[src/rtl/sim_controller.sv]
// Turns UI clicks/speed/seed selections into STEP/TOGGLE/SEED commands for the board engine.
// Latency: pending flag registered, command valid one cycle later; holds the command while cmd_ready_in is low.
module sim_controller #(
    parameter int LOG_BOARD_SIZE = 9,
    parameter int LOG_MAX_SPEED  = 4,
    parameter int LOG_NUM_SEED   = 2,
    parameter int GEN_WIDTH      = 16
) (
    input  logic                      clk_in,
    input  logic                      rst_n_in,
    input  logic                      frame_start_in,
    input  logic                      click_in,
    input  logic [LOG_MAX_SPEED-1:0]  speed_in,
    input  logic [LOG_BOARD_SIZE-1:0] cursor_x_in,
    input  logic [LOG_BOARD_SIZE-1:0] cursor_y_in,
    input  logic [LOG_NUM_SEED-1:0]   seed_idx_in,
    input  logic                      seed_en_in,
    output logic                      cmd_valid_out,
    output logic [1:0]                cmd_op_out,
    output logic [LOG_BOARD_SIZE-1:0] cmd_x_out,
    output logic [LOG_BOARD_SIZE-1:0] cmd_y_out,
    output logic [LOG_NUM_SEED-1:0]   cmd_seed_out,
    input  logic                      cmd_ready_in,
    output logic [GEN_WIDTH-1:0]      generation_out,
    output logic                      paused_out
);
    typedef enum logic {S_IDLE, S_ISSUE} state_t;

    localparam logic [1:0] OP_NONE   = 2'b00;
    localparam logic [1:0] OP_STEP   = 2'b01;
    localparam logic [1:0] OP_TOGGLE = 2'b10;
    localparam logic [1:0] OP_SEED   = 2'b11;
    localparam int CW = LOG_MAX_SPEED + 1;
    localparam logic [CW-1:0] FULL = CW'(1 << LOG_MAX_SPEED);

    state_t                    state_q, state_d;
    logic                      cmd_valid_q, cmd_valid_d;
    logic [1:0]                cmd_op_q, cmd_op_d;
    logic [LOG_BOARD_SIZE-1:0] cmd_x_q, cmd_x_d, cmd_y_q, cmd_y_d;
    logic [LOG_NUM_SEED-1:0]   cmd_seed_q, cmd_seed_d;
    logic [GEN_WIDTH-1:0]      gen_q, gen_d;
    logic                      paused_q;
    logic [LOG_MAX_SPEED-1:0]  frame_cnt_q, frame_cnt_d;
    logic                      step_pend_q, step_pend_d;
    logic                      toggle_pend_q, toggle_pend_d;
    logic [LOG_BOARD_SIZE-1:0] tog_x_q, tog_x_d, tog_y_q, tog_y_d;
    logic                      seed_pend_q, seed_pend_d;
    logic                      seed_rearm_q, seed_rearm_d;
    logic [LOG_NUM_SEED-1:0]   seed_pidx_q, seed_pidx_d;
    logic                      seed_en_prev_q;
    logic [LOG_NUM_SEED-1:0]   seed_idx_prev_q;

    logic            paused_now, step_set, seed_trig, handshake;
    logic [CW-1:0]   period, cnt_inc;

    assign paused_now = (speed_in == '0) || seed_en_in;
    assign period     = FULL - {1'b0, speed_in};
    assign cnt_inc    = {1'b0, frame_cnt_q} + CW'(1);
    assign step_set   = frame_start_in && !paused_now && (cnt_inc >= period);
    assign seed_trig  = seed_en_in && (!seed_en_prev_q || (seed_idx_in != seed_idx_prev_q));
    assign handshake  = cmd_valid_q && cmd_ready_in;

    always_comb begin
        state_d       = state_q;
        cmd_valid_d   = cmd_valid_q;
        cmd_op_d      = cmd_op_q;
        cmd_x_d       = cmd_x_q;
        cmd_y_d       = cmd_y_q;
        cmd_seed_d    = cmd_seed_q;
        gen_d         = gen_q;
        frame_cnt_d   = frame_cnt_q;
        step_pend_d   = step_pend_q;
        toggle_pend_d = toggle_pend_q;
        tog_x_d       = tog_x_q;
        tog_y_d       = tog_y_q;
        seed_pend_d   = seed_pend_q;
        seed_rearm_d  = seed_rearm_q;
        seed_pidx_d   = seed_pidx_q;

        if (frame_start_in && !paused_now) begin
            frame_cnt_d = step_set ? '0 : cnt_inc[LOG_MAX_SPEED-1:0];
        end

        if (handshake && cmd_op_q == OP_STEP) step_pend_d = 1'b0;
        if (step_set) step_pend_d = 1'b1;

        if (handshake && cmd_op_q == OP_TOGGLE) toggle_pend_d = 1'b0;
        if (click_in && !seed_en_in && !toggle_pend_q) begin
            toggle_pend_d = 1'b1;
            tog_x_d       = cursor_x_in;
            tog_y_d       = cursor_y_in;
        end

        // A trigger that misses the captured SEED payload must survive its acceptance.
        if (handshake && cmd_op_q == OP_SEED) begin
            seed_pend_d  = seed_rearm_q;
            seed_rearm_d = 1'b0;
        end
        if (seed_trig) begin
            seed_pend_d = 1'b1;
            seed_pidx_d = seed_idx_in;
            if ((state_q == S_IDLE && seed_pend_q) ||
                (state_q == S_ISSUE && cmd_op_q == OP_SEED && !handshake)) begin
                seed_rearm_d = 1'b1;
            end
        end

        if (handshake) begin
            if (cmd_op_q == OP_STEP) gen_d = gen_q + GEN_WIDTH'(1);
            if (cmd_op_q == OP_SEED) gen_d = '0;
        end

        case (state_q)
            S_IDLE: begin
                if (seed_pend_q || toggle_pend_q || step_pend_q) begin
                    state_d     = S_ISSUE;
                    cmd_valid_d = 1'b1;
                    if (seed_pend_q) begin
                        cmd_op_d   = OP_SEED;
                        cmd_seed_d = seed_pidx_q;
                    end else if (toggle_pend_q) begin
                        cmd_op_d = OP_TOGGLE;
                        cmd_x_d  = tog_x_q;
                        cmd_y_d  = tog_y_q;
                    end else begin
                        cmd_op_d = OP_STEP;
                    end
                end
            end
            S_ISSUE: begin
                if (handshake) begin
                    state_d     = S_IDLE;
                    cmd_valid_d = 1'b0;
                    cmd_op_d    = OP_NONE;
                end
            end
            default: state_d = S_IDLE;
        endcase
    end

    always_ff @(posedge clk_in or negedge rst_n_in) begin
        if (!rst_n_in) begin
            state_q         <= S_IDLE;
            cmd_valid_q     <= 1'b0;
            cmd_op_q        <= OP_NONE;
            cmd_x_q         <= '0;
            cmd_y_q         <= '0;
            cmd_seed_q      <= '0;
            gen_q           <= '0;
            paused_q        <= 1'b0;
            frame_cnt_q     <= '0;
            step_pend_q     <= 1'b0;
            toggle_pend_q   <= 1'b0;
            tog_x_q         <= '0;
            tog_y_q         <= '0;
            seed_pend_q     <= 1'b0;
            seed_rearm_q    <= 1'b0;
            seed_pidx_q     <= '0;
            seed_en_prev_q  <= 1'b0;
            seed_idx_prev_q <= '0;
        end else begin
            state_q         <= state_d;
            cmd_valid_q     <= cmd_valid_d;
            cmd_op_q        <= cmd_op_d;
            cmd_x_q         <= cmd_x_d;
            cmd_y_q         <= cmd_y_d;
            cmd_seed_q      <= cmd_seed_d;
            gen_q           <= gen_d;
            paused_q        <= paused_now;
            frame_cnt_q     <= frame_cnt_d;
            step_pend_q     <= step_pend_d;
            toggle_pend_q   <= toggle_pend_d;
            tog_x_q         <= tog_x_d;
            tog_y_q         <= tog_y_d;
            seed_pend_q     <= seed_pend_d;
            seed_rearm_q    <= seed_rearm_d;
            seed_pidx_q     <= seed_pidx_d;
            seed_en_prev_q  <= seed_en_in;
            seed_idx_prev_q <= seed_idx_in;
        end
    end

    assign cmd_valid_out  = cmd_valid_q;
    assign cmd_op_out     = cmd_op_q;
    assign cmd_x_out      = cmd_x_q;
    assign cmd_y_out      = cmd_y_q;
    assign cmd_seed_out   = cmd_seed_q;
    assign generation_out = gen_q;
    assign paused_out     = paused_q;
endmodule

[config.mk]
export PLATFORM = sky130hd
export DESIGN_NAME = sim_controller
export DESIGN_NICKNAME = d
export VERILOG_FILES = /design/src/rtl/sim_controller.sv
export SDC_FILE = /design/constraint.sdc
export NUM_CORES = 1
export LEC_CHECK = 0
export CAP_MARGIN = 25
export CELL_PAD_IN_SITES_DETAIL_PLACEMENT = 0
export CELL_PAD_IN_SITES_GLOBAL_PLACEMENT = 1
export CORE_MARGIN = 1
export CORE_UTILIZATION = 43
export CTS_BUF_LIST = sky130_fd_sc_hd__clkbuf_16
export DETAILED_ROUTE_END_ITERATION = 6
export GPL_TIMING_DRIVEN = 1
export MAX_ROUTING_LAYER = met4
export PLACE_DENSITY_LB_ADDON = 0.12
export SKIP_CTS_REPAIR_TIMING = 1
export SLEW_MARGIN = 20
export SYNTH_ARGS = -nofsm -noshare
export SYNTH_HDL_FRONTEND = slang
export SYNTH_SLANG_ARGS = --single-unit
[constraint.sdc]
create_clock -name clk_in -period 3.4 [get_ports clk_in]
set_clock_uncertainty 0.05 [all_clocks]
set_input_delay 1.02 -clock clk_in [delete_from_list [all_inputs] [get_ports clk_in]]
set_output_delay 1.02 -clock clk_in [all_outputs]
set_load 0.1 [all_outputs]
# Word level (Yosys, flattened, before mapping)
# Cells that the tools add are included.
dict set report word_totals {
  ff_bits 72
  in_bits 30
  out_inout_bits 40
}
dict set report classes {
  addsub 3
  n_lt_le_gt_ge 1
  n_eq_ne 6
  muxes 23
  bitwise_logic 2
  n_reduce_logical 31
}
# op n
set op_table {}
lappend op_table {{$mux 16} 2}
lappend op_table {{$add 16x1->16 const B} 1}
lappend op_table {{$mux 1} 13}
lappend op_table {{$logic_and 1x1->1} 12}
lappend op_table {{$mux 2} 4}
lappend op_table {{$reduce_bool 2->1} 4}
lappend op_table {{$add 4x1->5 const B} 1}
lappend op_table {{$ge 5x5->1} 1}
lappend op_table {{$logic_not 1->1} 5}
lappend op_table {{$logic_or 1x1->1} 5}
lappend op_table {{$sub 5x4->5 const A} 1}
lappend op_table {{$eq 2x2->1 const B} 2}
lappend op_table {{$logic_not 4->1} 1}
lappend op_table {{$mux 4} 1}
lappend op_table {{$ne 2x1->1 const B} 2}
lappend op_table {{$pmux 1 s2} 2}
lappend op_table {{$pmux 2 s2} 1}
lappend op_table {{$reduce_and 2->1} 2}
lappend op_table {{$reduce_and 4->1} 1}
lappend op_table {{$reduce_and 3->1} 1}
lappend op_table {{$eq 2x1->1 const B} 1}
lappend op_table {{$ne 2x2->1} 1}
lappend op_table {{$not 1->1} 2}

# Logic depth before layout (Yosys ltp)
dict set report depth {
  word_depth 6
  depth_mapped 8
}

# Worst setup path before layout
# OpenSTA, ideal clock, no wires.
dict set report synth_path {
  path_kind {input to register}
  startpoint {input speed_in[0]}
  endpoint {register step_pend_q}
  setup_ps 121
  arrival_time_ps 2440
  slack_ps 789
  cell_stages 7
  path_cell_list {inv_1 -> ha_1 -> xor2_1 -> ha_1 -> a2111oi_1 -> o21ai_0 -> a22o_1}
}
dict set report synth_via {
  elab_chain_len 6
  elab_cells_between_ends 9
}
# element line
set synth_rtl {}
lappend synth_rtl {{from (decl)} 13} ;# input logic [LOG_MAX_SPEED-1:0] speed_in,
lappend synth_rtl {{branches (longest 4 deep; another with $sub 5x4->5)} n/a}
lappend synth_rtl {{$logic_and 1x1->1 (*)} 59} ;# assign step_set = frame_start_in && !paused_now && (cnt_inc >= period);
lappend synth_rtl {{$mux 1 / $reduce_bool 2->1 (equally long branches)} n/a}
lappend synth_rtl {{to (signal assigned)} 171} ;# step_pend_q <= step_pend_d;
lappend synth_rtl {{to (decl)} 44} ;# logic step_pend_q, step_pend_d;
# Every way passes the cells marked *.
# A chain may end at the register's enable or synchronous reset.

# Worst setup path after layout
dict set report layout_path {
  startpoint {input speed_in[0]}
  endpoint {register frame_cnt_q[3]}
}
dict set report layout_via {
  elab_chain_len 6
  elab_cells_between_ends 8
}
# element line
set layout_rtl {}
lappend layout_rtl {{branches (longest 6 deep; another with $sub 5x4->5)} n/a}
lappend layout_rtl {{to (signal assigned)} 170} ;# frame_cnt_q <= frame_cnt_d;
lappend layout_rtl {{to (decl)} 43} ;# logic [LOG_MAX_SPEED-1:0] frame_cnt_q, frame_cnt_d;
# Parallel ways; which one is timed is not known.

==> summary.txt <==
status = finished clean
Max Buffers Root-to-Sink = 2
Max Transition Viols Final = 0
routed via count = 2315
antenna-violating nets left = 0
hold path start = tog_x_q[1]
Port Buf Inserts = 69
CTS tree = done
Worst-Margin Slew = 0.781 ns
Synth Cell Area = 0.00320 mm2
global routing usage on met1 = 23.3%
Via density = 5.12
Worst R2R End = step_pend_q
FF-to-FF Start = frame_cnt_q[0]
maximum clock rate = 334 MHz
Cells after DPL = 436
Die Wd = 88.3 um
synth unique cells = 42
via count of the first global-routing pass = 2071
#FFs+latches synth = 72
kind of critical path = in -> reg
Core Util, Final = 59.2%
final setup TNS = 0 ns
Min-Delay Path Depth = 1
GRT Total Usage = 17.4%
max cap viols = 0
VDD IR max = 0.481 mV
CTS sink count = 72
non-filler cells, final = 452
crit end category = flop
Worst EP arrival = 3.13 ns
Async S/R FF share, synth = 100%
Fill cells = 648
first-pass GRT wire length = 9900 um
root buf cell = clkbuf_16
WL per Instance = 13.6 um
largest net degree at the start of global routing = 39
HP Class = reg -> reg
H-tree depth = 3
worst reg-to-reg path cell count = 6
Main synth FF type = dfrtp_1
GRT overflow = 0
Leak Pwr = 0.00195 uW
Initial DRC Count = 94
Yosys warning total = 0
Hold Crit Endpoint = cmd_x_out[1]
sequential-to-total area share from yosys stat = 56.3%
syn nets = 308
die span in y = 88.3 um
grt met2 use = 25.6%
CTS buffer count = 9
full die area = 0.00779 mm2
Starting Density = 44.4%
Skew-Pair Late Insertion Delay = 0.32 ns
Core Area = 0.00721 mm2
pwr dens = 895 mW/mm2
n_diodes = 0
RSZ-0062 raised after global routing = false
routed wire length = 6170 um
HPWL after detailed placement = 4360 um
initial antenna violation count = 0
met3 Usage GRT = 3.82%
GR peak layer = met2
# rows = 31
number of flops mapped to enable cells by yosys = 0
period utilization = 88.0%
drt drc = 0
worst path required time = 3.53 ns
Ports = 70
Final Hold Vio Count = 0
max_slew headroom = 48.0%
layout cells sized above 1 = 31.2%
final setup violation count = 0
CP startpoint kind = input port
R2R setup slack = 1.19 ns
drt pass-1 iters = 6
clock slew at reported path FFs = 0.06 ns
Syn Area/Cell = 11.9 um2
area delta synth->final = 33.3%
Post-Synthesis Cells = 270
nets = 386
Tmin final = 2.99 ns
Placer Congestion = 0.772
CP Max Fanout = 4
-- sequential cells by signal, indices dropped and copies added, names as in the netlist --
register and cells:
frame_cnt_q 4, cmd_seed_out 2, cmd_valid_out 1, generation_out 16, tog_y_q 9, seed_pidx_q 2
cmd_y_out 9, seed_idx_prev_q 2, paused_out 1, step_pend_q 1, state_q 1, seed_pend_q 1
seed_rearm_q 1, toggle_pend_q 1, tog_x_q 9, cmd_x_out 9, seed_en_prev_q 1, cmd_op_out 2
-- logic make-up after synthesis --
group	Yosys count	share of synthesized area, %
XOR/XNOR	12	3.28
buffers and inverters	20	2.54
AO/OA/AOI/OAI	36	7.31
multiplexers	40	14.1
AND/OR/NAND/NOR	82	13.4
adder cells (fa/ha/maj)	8	3.13
flip-flops	72	56.3
-- routing by layer --
| layer | vias up | part of all wire (%) | routed length (um) |
|---|---|---|---|
| met5 | - | 0 | 0 |
| met4 | 0 | 1.6 | 100 |
| met3 | 10 | 3.9 | 241 |
| met2 | 46 | 46 | 2840 |
| met1 | 1137 | 48 | 2990 |
| li1 | 1122 | - | - |
-- final cells by class --
type                            instances  area, um2  share of cell area, %
Inverter                               11       41.3                  0.967
Multi-Input combinational cell        178       1330                   31.1
Sequential cell                        72       1800                   42.2
Tap cell                               99        124                   2.90
Clock buffer                            9        225                   5.28
Timing Repair Buffer                   76        651                   15.2
Clock inverter                          7       97.6                   2.29
-- power by group --
group	switching (uW)	total, uW	leakage (uW)	internal, uW
Clock	355	998	0.000157	643
Combinational	1050	1510	0.000884	460
Sequential	198	1310	0.000910	1110
Total	1600	3820	0.00195	2220
-- placed cells by master (no fill, tap or decap), types with 2 or more instances in the layout --
cell,netlist,layout
clkinv_4,0,3
a21oi_1,5,5
nor3_1,6,6
dfrtp_1,72,72
clkdlybuf4s50_1,0,28
nor3b_2,0,2
buf_4,0,46
nor3b_1,4,2
a41o_1,2,2
or3_1,2,2
o21ai_0,13,13
mux2_2,40,40
a31oi_1,3,3
nand2b_1,5,5
inv_1,11,12
nand3_1,7,7
a22o_1,2,2
nand4b_1,2,2
nor4_1,5,5
and3_1,2,2
o31ai_1,2,2
a31o_2,2,2
bufinv_16,0,2
nor2_1,18,18
xnor2_1,9,9
nand4_1,3,3
clkbuf_16,0,9
xor2_1,3,3
nand2_1,19,19
ha_1,8,8
-- critical path, cell delays in order --
cell and delay, ns:
clkdlybuf4s50_1 0.44, inv_1 0.07, ha_1 0.16, nor3b_1 0.36
inv_1 0.13, ha_1 0.29, o21ai_0 0.11, o21ai_0 0.38
o21ai_0 0.15
-- cell usage after synthesis, drive strengths merged (5+ instances only) --
| cell type | number | area, um2 |
|---|---|---|
| a21oi | 5 | 25.0 |
| buf | 5 | 25.0 |
| dfrtp | 72 | 1800 |
| ha | 8 | 100 |
| inv | 11 | 41.3 |
| mux2 | 40 | 450 |
| nand2 | 19 | 71.3 |
| nand2b | 5 | 31.3 |
| nand3 | 7 | 35.0 |
| nor2 | 18 | 67.6 |
| nor3 | 6 | 30.0 |
| nor4 | 5 | 31.3 |
| o21ai | 13 | 65.1 |
| xnor2 | 9 | 78.8 |
-- per-stage QoR --
| stage | total power [uW] | hold slack, ns | setup slack, ns | area [um2] |
|---|---|---|---|---|
| floorplan | 2470 | 0.415 | 0.789 | 3200 |
| global placement | 2830 | 0.428 | 0.0570 | 3950 |
| detailed placement | 2850 | 0.436 | 0.0282 | 3950 |
| CTS | 3860 | 0.449 | 0.384 | 4270 |
| global route | 4000 | 0.464 | 0.201 | 4270 |
| finish | 3820 | 0.447 | 0.408 | 4270 |
-- worst max path at each step --
stage	startpoint	end	slack [ns]	depth (start not counted)
after floorplan	speed_in[0]	step_pend_q	0.79	7
after global placement	speed_in[0]	frame_cnt_q[3]	0.06	9
after detailed placement	speed_in[0]	frame_cnt_q[3]	0.03	9
after CTS	speed_in[0]	frame_cnt_q[3]	0.38	9
after global routing	speed_in[0]	frame_cnt_q[0]	0.20	9
final	speed_in[0]	frame_cnt_q[3]	0.41	9
Note: power is estimated with default switching activity, not from simulation.
